--- config.mk ---
export PLATFORM = sky130hd
export DESIGN_NAME = fb_rect_fill
export DESIGN_NICKNAME = d
export VERILOG_FILES = /design/src/rtl/vga_pkg.sv /design/src/rtl/fb_raster_counter.sv /design/src/rtl/fb_rect_fill.sv
export SDC_FILE = /design/constraint.sdc
export NUM_CORES = 1
export LEC_CHECK = 0
export CORE_UTILIZATION = 40
export CTS_BUF_LIST = sky130_fd_sc_hd__clkbuf_8 sky130_fd_sc_hd__clkbuf_16
export DETAILED_ROUTE_END_ITERATION = 8
export PLACE_DENSITY = 0.69
export SYNTH_ARGS = -nofsm -noshare
export SYNTH_HDL_FRONTEND = slang
export SYNTH_SLANG_ARGS = --single-unit
export TNS_END_PERCENT = 100
--- constraint.sdc ---
create_clock -name clk_i -period 3.7 [get_ports clk_i]
set_input_delay 1.11 -clock clk_i [delete_from_list [all_inputs] [get_ports clk_i]]
set_output_delay 1.11 -clock clk_i [all_outputs]
set_load 0.005 [all_outputs]
--- src/rtl/vga_pkg.sv ---
// Shared VGA definitions: display geometry, porch timing, pixel color codes
// and the fill-engine state encoding.
package vga_pkg;

   localparam int unsigned COORD_BITS = 11;

   // 1280x1024@60 geometry
   localparam int unsigned HdDefault = 1280;
   localparam int unsigned VdDefault = 1024;
   localparam int unsigned HFront    = 48;
   localparam int unsigned HSync     = 112;
   localparam int unsigned HBack     = 248;
   localparam int unsigned VFront    = 1;
   localparam int unsigned VSync     = 3;
   localparam int unsigned VBack     = 38;

   // Color codes shared with the scan-out decoder
   typedef enum logic [1:0] {
      ColWhite = 2'd0,
      ColBlack = 2'd1,
      ColBlue  = 2'd2,
      ColGreen = 2'd3
   } color_e;

   typedef logic [COORD_BITS-1:0] coord_t;

   // Fill FSM encoding
   typedef logic [0:0] fill_state_t;
   localparam fill_state_t StIdle = 1'b0;
   localparam fill_state_t StFill = 1'b1;

   function automatic coord_t coord_min(input coord_t a, input coord_t b);
      return (a < b) ? a : b;
   endfunction

   function automatic coord_t coord_max(input coord_t a, input coord_t b);
      return (a < b) ? b : a;
   endfunction

endpackage

--- src/rtl/fb_raster_counter.sv ---
// Nested x/y raster counter: x runs fastest from xmin to xmax, then y advances.
// Holds at (xmax,ymax) so it never wraps past the rectangle.
module fb_raster_counter
   import vga_pkg::*;
(
   input  logic                  clk_i,
   input  logic                  arstn_i,
   input  logic                  load_i,
   input  logic [COORD_BITS-1:0] load_x_i,
   input  logic [COORD_BITS-1:0] load_y_i,
   input  logic [COORD_BITS-1:0] xmin_i,
   input  logic [COORD_BITS-1:0] xmax_i,
   input  logic [COORD_BITS-1:0] ymax_i,
   input  logic                  en_i,
   output logic [COORD_BITS-1:0] x_o,
   output logic [COORD_BITS-1:0] y_o,
   output logic                  last_o
);

   logic [COORD_BITS-1:0] x_q, x_d;
   logic [COORD_BITS-1:0] y_q, y_d;

   assign last_o = (x_q == xmax_i) && (y_q == ymax_i);

   // Next position: load wins, otherwise step in raster order
   always_comb begin
      x_d = x_q;
      y_d = y_q;
      if (load_i) begin
         x_d = load_x_i;
         y_d = load_y_i;
      end else if (en_i && !last_o) begin
         if (x_q == xmax_i) begin
            x_d = xmin_i;
            y_d = y_q + coord_t'(1);
         end else begin
            x_d = x_q + coord_t'(1);
         end
      end
   end

   // Position registers
   always_ff @(posedge clk_i or negedge arstn_i) begin
      if (!arstn_i) begin
         x_q <= '0;
         y_q <= '0;
      end else begin
         x_q <= x_d;
         y_q <= y_d;
      end
   end

   assign x_o = x_q;
   assign y_o = y_q;

endmodule

--- src/rtl/fb_rect_fill.sv ---
// Rectangle-fill engine for the framebuffer write port. Accepts one command
// per valid/ready handshake and emits one pixel write per clock in raster order.
// Optional feature: define FB_RECT_FILL_CLIP_EN to clip rectangles to the screen.
module fb_rect_fill
   import vga_pkg::*;
#(
   parameter int unsigned HD = HdDefault,
   parameter int unsigned VD = VdDefault
) (
   input  logic                  clk_i,
   input  logic                  arstn_i,
   input  logic                  cmd_valid_i,
   output logic                  cmd_ready_o,
   input  logic [COORD_BITS-1:0] cmd_x0_i,
   input  logic [COORD_BITS-1:0] cmd_x1_i,
   input  logic [COORD_BITS-1:0] cmd_y0_i,
   input  logic [COORD_BITS-1:0] cmd_y1_i,
   input  logic [1:0]            cmd_color_i,
   input  logic                  abort_i,
   output logic                  we_o,
   output logic [COORD_BITS-1:0] addr_x_o,
   output logic [COORD_BITS-1:0] addr_y_o,
   output logic [1:0]            color_o,
   output logic                  busy_o,
   output logic                  done_o
);

   // The screen must fit the coordinate width
   if (HD >= (1 << COORD_BITS) || VD >= (1 << COORD_BITS)) begin : g_bad_geometry
      $error("fb_rect_fill: HD/VD do not fit in COORD_BITS");
   end

   fill_state_t state_q, state_d;
   coord_t      xmin_q, xmin_d;
   coord_t      xmax_q, xmax_d;
   coord_t      ymax_q, ymax_d;
   color_e      color_q, color_d;
   logic        done_q, done_d;

   coord_t xmin_n, xmax_n, ymin_n, ymax_n;
   coord_t xmax_c, ymax_c;
   logic   off_screen;
   logic   accept;
   logic   cnt_load, cnt_en, cnt_last;

   assign xmin_n = coord_min(cmd_x0_i, cmd_x1_i);
   assign xmax_n = coord_max(cmd_x0_i, cmd_x1_i);
   assign ymin_n = coord_min(cmd_y0_i, cmd_y1_i);
   assign ymax_n = coord_max(cmd_y0_i, cmd_y1_i);

`ifdef FB_RECT_FILL_CLIP_EN
   localparam coord_t XLimit = coord_t'(HD);
   localparam coord_t YLimit = coord_t'(VD);
   localparam coord_t XLast  = coord_t'(HD - 1);
   localparam coord_t YLast  = coord_t'(VD - 1);

   assign xmax_c     = (xmax_n > XLast) ? XLast : xmax_n;
   assign ymax_c     = (ymax_n > YLast) ? YLast : ymax_n;
   // Fully off-screen: accept, write nothing, report done next cycle
   assign off_screen = (xmin_n >= XLimit) || (ymin_n >= YLimit);
`else
   assign xmax_c     = xmax_n;
   assign ymax_c     = ymax_n;
   assign off_screen = 1'b0;
`endif

   assign accept = cmd_valid_i && (state_q == StIdle);

   // FSM, handshake and command latching
   always_comb begin
      state_d  = state_q;
      xmin_d   = xmin_q;
      xmax_d   = xmax_q;
      ymax_d   = ymax_q;
      color_d  = color_q;
      done_d   = 1'b0;
      cnt_load = 1'b0;
      cnt_en   = 1'b0;
      case (state_q)
         StIdle: begin
            if (accept) begin
               xmin_d  = xmin_n;
               xmax_d  = xmax_c;
               ymax_d  = ymax_c;
               color_d = color_e'(cmd_color_i);
               if (off_screen) begin
                  done_d = 1'b1;
               end else begin
                  cnt_load = 1'b1;
                  state_d  = StFill;
               end
            end
         end
         StFill: begin
            if (abort_i || cnt_last) begin
               state_d = StIdle;
               done_d  = 1'b1;
            end else begin
               cnt_en = 1'b1;
            end
         end
         default: state_d = StIdle;
      endcase
   end

   // Control and command registers
   always_ff @(posedge clk_i or negedge arstn_i) begin
      if (!arstn_i) begin
         state_q <= StIdle;
         xmin_q  <= '0;
         xmax_q  <= '0;
         ymax_q  <= '0;
         color_q <= ColWhite;
         done_q  <= 1'b0;
      end else begin
         state_q <= state_d;
         xmin_q  <= xmin_d;
         xmax_q  <= xmax_d;
         ymax_q  <= ymax_d;
         color_q <= color_d;
         done_q  <= done_d;
      end
   end

   fb_raster_counter u_raster (
      .clk_i    (clk_i),
      .arstn_i  (arstn_i),
      .load_i   (cnt_load),
      .load_x_i (xmin_n),
      .load_y_i (ymin_n),
      .xmin_i   (xmin_q),
      .xmax_i   (xmax_q),
      .ymax_i   (ymax_q),
      .en_i     (cnt_en),
      .x_o      (addr_x_o),
      .y_o      (addr_y_o),
      .last_o   (cnt_last)
   );

   // An abort suppresses the write in the very cycle it is seen
   assign we_o        = (state_q == StFill) && !abort_i;
   assign color_o     = color_q;
   assign busy_o      = (state_q == StFill);
   assign cmd_ready_o = (state_q == StIdle);
   assign done_o      = done_q;

endmodule

Yosys cells after proc, flatten, opt, wreduce, memory -nomap -nowiden
Cells that the tools add are included.
- register bits after elaboration: 59
- input bits: 50
- output and inout port bits: 28
- logic and storage cells: 43
- add/subtract/negate cells: 2
- order comparisons: 2
- equality and inequality tests: 2
- multiplexer cells: 17
- bitwise operators: 1
- reductions and logical operators: 11
- operator list (operator ; number):
    two-way mux 11 bit ; 10
    adder 11 x 1 -> 11 bit, second input constant ; 2
    equality test 11 bit ; 2
    less-than comparator 11 bit ; 2
    two-way mux 1 bit ; 5
    logical AND 1 bit ; 4
    one-hot mux 1 bit (2 select lines) ; 2
    AND reduction 2 bit ; 2
    nonzero test 2 bit ; 2
    logical NOT 1 bit ; 2
    logical OR 1 bit ; 1
    inverter 1 bit ; 1

Longest topological paths before layout
- depth in word-level cells: 8
- gate-level depth with buffers: 9

By module
Synthesis repeated with hierarchy kept, for this count alone.
- cells, all modules: 534
- area, all modules: 4631.9 um^2
- modules (own cells, without submodules) (module ; times used ; cells an instance ; area an instance (um^2) ; seq. area each (um^2)):
    fb_rect_fill ; 1 ; 339 ; 2847.7 ; 925.9
    fb_raster_counter ; 1 ; 195 ; 1784.2 ; 550.5

Worst setup path before layout
Ideal clock, no wire load.
- path type: input port to flip-flop
- from: input port cmd_x1_i[8]
- to: register u_raster.x_q[0], in the netlist u_raster.x_o[0]
- library setup time: 0.143 ns
- arrival time: 2.712 ns
- setup slack: 0.845 ns
- stages: 9
- path buffers: 1
- path through: inv_1 ha_1 a21o_1 a21o_1 a221oi_2 o21ai_1 buf_4 a211oi_1 a211oi_1
- cells in the longest elaborated chain, start to end: 3
- RTL lines (element ; line ; text):
    from (decl) ; fb_rect_fill.sv:15 ; input logic [COORD_BITS-1:0] cmd_x1_i,
    less-than comparator 11 bit ; vga_pkg.sv:33 ; return (a < b) ? a : b;
    two-way mux 11 bit ; vga_pkg.sv:33 ;
    two-way mux 11 bit ; fb_raster_counter.sv:29 ; if (load_i) begin
    to (signal assigned) ; fb_raster_counter.sv:45 ; x_q <= '0;
    to (signal assigned) ; fb_raster_counter.sv:48 ; x_q <= x_d;
    to (decl) ; fb_raster_counter.sv:20 ; logic [COORD_BITS-1:0] x_q, x_d;
Every way passes these cells.
A chain may end at the register's enable or synchronous reset.

Final worst setup path
- from: input port abort_i
- to: output port we_o
- cells in the longest elaborated chain, start to end: 2
- RTL lines (element ; line ; text):
    from (decl) ; fb_rect_fill.sv:19 ; input logic abort_i,
    logical NOT 1 bit ; fb_rect_fill.sv:141 ; assign we_o = (state_q == StFill) && !abort_i;
    logical AND 1 bit ; fb_rect_fill.sv:141 ;
    to (decl) ; fb_rect_fill.sv:20 ; output logic we_o,
Every way passes these cells.

==> impl_metrics.env <==
export IMPL_status="finished, final reports clean"
export IMPL_setup_violations=0
export IMPL_power_leakage_uw=0.00230
export IMPL_stdcell_count=644
export IMPL_cts_clk_slew_worst_paths_ns=0.06
export IMPL_fin_skew_ns=0.00882
export IMPL_regToRegEndpoint="u_raster.y_o[9]"
export IMPL_fin_crit_sh=0.910
export IMPL_core_area_sq_um=9730
export IMPL_required_ns=2.59
export IMPL_insertion_delay_ns=0.35
export IMPL_hold_path_class="flip-flop to flip-flop"
export IMPL_port_buffer_count=77
export IMPL_synth_top_cell_by_area="dfrtp_1"
export IMPL_syn_num_nets=499
export IMPL_crit_path_max_fanout=2
export IMPL_vias_per_cell=5.30
export IMPL_netlist_area_leader_share=0.370
export IMPL_numCtsBuffers=9
export IMPL_layout_drive_gt1_share=0.0861
export IMPL_start_util=0.410
export IMPL_cp_end_kind="output port"
export IMPL_pin_count=78
export IMPL_holdWs_ns=0.492
export IMPL_ys_top_cells_by_count="59 x dfrtp_1, 51 x mux2i_1, 36 x nor2_1, 31 x nand2_1, 29 x inv_1"
export IMPL_r2r_slack_ns=1.04
export IMPL_critPathKind="input pin to output port"
export IMPL_die_y_um=102
export IMPL_drc=0
export IMPL_drtIter0Drc=159
export IMPL_p_sw_frac=0.336
export IMPL_avgRoutedWirePerCell_um=15.3
export IMPL_switchingPower_uw=895
export IMPL_placedCellCount=628
export IMPL_combPwrFrac=0.345
export IMPL_cts_htree_levels=3
export IMPL_start_kind="input pin"
export IMPL_ys_seq_elements=59
export IMPL_ant_nets=0
export IMPL_vias=3410
export IMPL_hpwl_mm=7.67
export IMPL_cts_sinks=59
export IMPL_finalHoldViolCount=0
export IMPL_grt_setup_unrepaired="false"
export IMPL_synth_edf_count=0
export IMPL_syn_to_final_growth_pct=29.5
export IMPL_fp_dieArea_sq_um=10400
export IMPL_synth_area_top_cells="dfrtp_1 37%, mux2i_1 13%, ha_1 6.9%"
export IMPL_grt_pass1_wl_mm=16.5
export IMPL_yosys_warnings=0
export IMPL_cts_setup_buffers=0
export IMPL_grt_max_degree=34
export IMPL_setup_tns_ns=0
export IMPL_reg2reg_from="u_raster.x_o[7]"
export IMPL_antenna_cells=0
export IMPL_cts_resized=0
export IMPL_drv_cap=0
export IMPL_maxSlewViolCount=0
export IMPL_fillCellCount=894
export IMPL_holdBufCountCts=0
export IMPL_die_x_um=102
export IMPL_worstHoldStart="color_o[1]"
export IMPL_powerDensity_nw_per_um2=516
export IMPL_overflow=0
export IMPL_async_flop_share=1.00
export IMPL_power_share_clock=0.266
export IMPL_wl_mm=9.85
export IMPL_dpl_cell_area_sq_um=4910
export IMPL_grt_usage=0.208
export IMPL_tightestPinTransition_ns=0.773
export IMPL_internal_power_uw=1770
export IMPL_row_count=36
export IMPL_ir_drop_v=0.000349
export IMPL_final_nets=578
export IMPL_grt_pass1_vias=3414
export IMPL_worstPathArrival_ns=2.26
export IMPL_clk_path_buf_depth=2
export IMPL_hold_path_endpoint="color_o[1]"
export IMPL_cts_tree="yes"
export IMPL_synth_avg_cell_area_sq_um=9.33
export IMPL_maxSlewHeadroom=0.484
export IMPL_seqPwrFrac=0.388
export IMPL_yosysMostFrequentCell="dfrtp_1"
export IMPL_fmax_mhz=297
export IMPL_syn_area_sq_um=3990
export IMPL_yosysUniqueCellTypes=50
export IMPL_firstDrtPassIters=5
export IMPL_hold_path_depth=2
export IMPL_cts_root_buffer="clkbuf_8"
export IMPL_ys_seq_area_frac=0.370
export IMPL_antenna_found_initial=0
export IMPL_synth_cells=427
export IMPL_worst_r2r_path_depth=6
export IMPL_final_min_clock_period_ns=3.37
export IMPL_place_congestion=0.831
export IMPL_ys_flop_type="dfrtp_1"
export IMPL_final_area_sq_um=5160
-- layout make-up --
class / count / area (sq um) / share of cell area
clock buffer: 13 / 179 / 0.0347
clock inverter: 3 / 67.6 / 0.0131
inverter: 30 / 113 / 0.0218
multi-input combinational: 317 / 2300 / 0.446
sequential: 59 / 1480 / 0.286
tap: 133 / 166 / 0.0322
timing repair buffer: 89 / 856 / 0.166
-- worst max-delay path, stage by stage --
cell and delay [ns]:
clkdlybuf4s50_1 0.42, nand2b_1 0.17, clkinv_1 0.06, clkdlybuf4s50_1 0.50
-- cell families after synthesis --
logic type | share of synthesized area
adder cells (fa/ha/maj) | 0.0691
multiplexers | 0.134
flip-flops | 0.370
AO/OA/AOI/OAI | 0.140
AND/OR/NAND/NOR | 0.155
buffers and inverters | 0.0543
XOR/XNOR | 0.0769
-- sequential cells by signal, indices dropped and copies added (netlist names) --
| name | flops |
|---|---|
| busy_o | 1 |
| color_o | 2 |
| done_o | 1 |
| u_raster.x_o | 11 |
| u_raster.y_o | 11 |
| xmax_q | 11 |
| xmin_q | 11 |
| ymax_q | 11 |
-- routing by layer --
metal	vias up	GRT usage	routed length, um	share of wire
met5	-	0	0	0
met4	0	0.0670	170	0.017
met3	14	0.0431	432	0.044
met2	88	0.342	4820	0.49
met1	1633	0.275	4420	0.45
li1	1675	-	-	-
-- layout by cell type (no fill, tap or decap), types with 14 or more instances in the layout --
cell              n
a21oi_1          28
clkdlybuf4s50_1  76
dfrtp_1          59
ha_1             22
inv_1            29
mux2i_1          51
nand2_1          31
nor2_1           36
nor3_1           14
o21ai_0          15
xor2_1           26
-- how the worst max path moves through the flow --
stage	from	end	slack (ns)	depth (start not counted)
final	abort_i	we_o	0.33	4
after global routing	abort_i	we_o	0.24	4
after CTS	abort_i	we_o	0.32	4
after detailed placement	cmd_x1_i[8]	u_raster.x_o[7]	0.11	10
after global placement	cmd_x1_i[8]	u_raster.x_o[7]	0.21	10
after floorplan	cmd_x1_i[8]	u_raster.x_o[0]	0.85	9
-- stage by stage --
stage           util  power (uW)  setup WS (ns)
2_1_floorplan      -        1530          0.845
3_3_place_gp   0.505        1930          0.205
3_5_place_dp   0.505        1960          0.109
4_1_cts        0.530        2680          0.324
5_1_grt        0.530        2850          0.242
6_report       0.530        2660          0.333
-- power groups by stage --
stage | Clock [uW] | Combinational, uW | Sequential, uW
floorplan | 0 | 544 | 988
global placement | 0 | 892 | 1040
detailed placement | 0 | 918 | 1040
CTS | 717 | 925 | 1030
global route | 753 | 1030 | 1070
finish | 709 | 919 | 1030
Note: power is estimated with default switching activity, not from simulation.
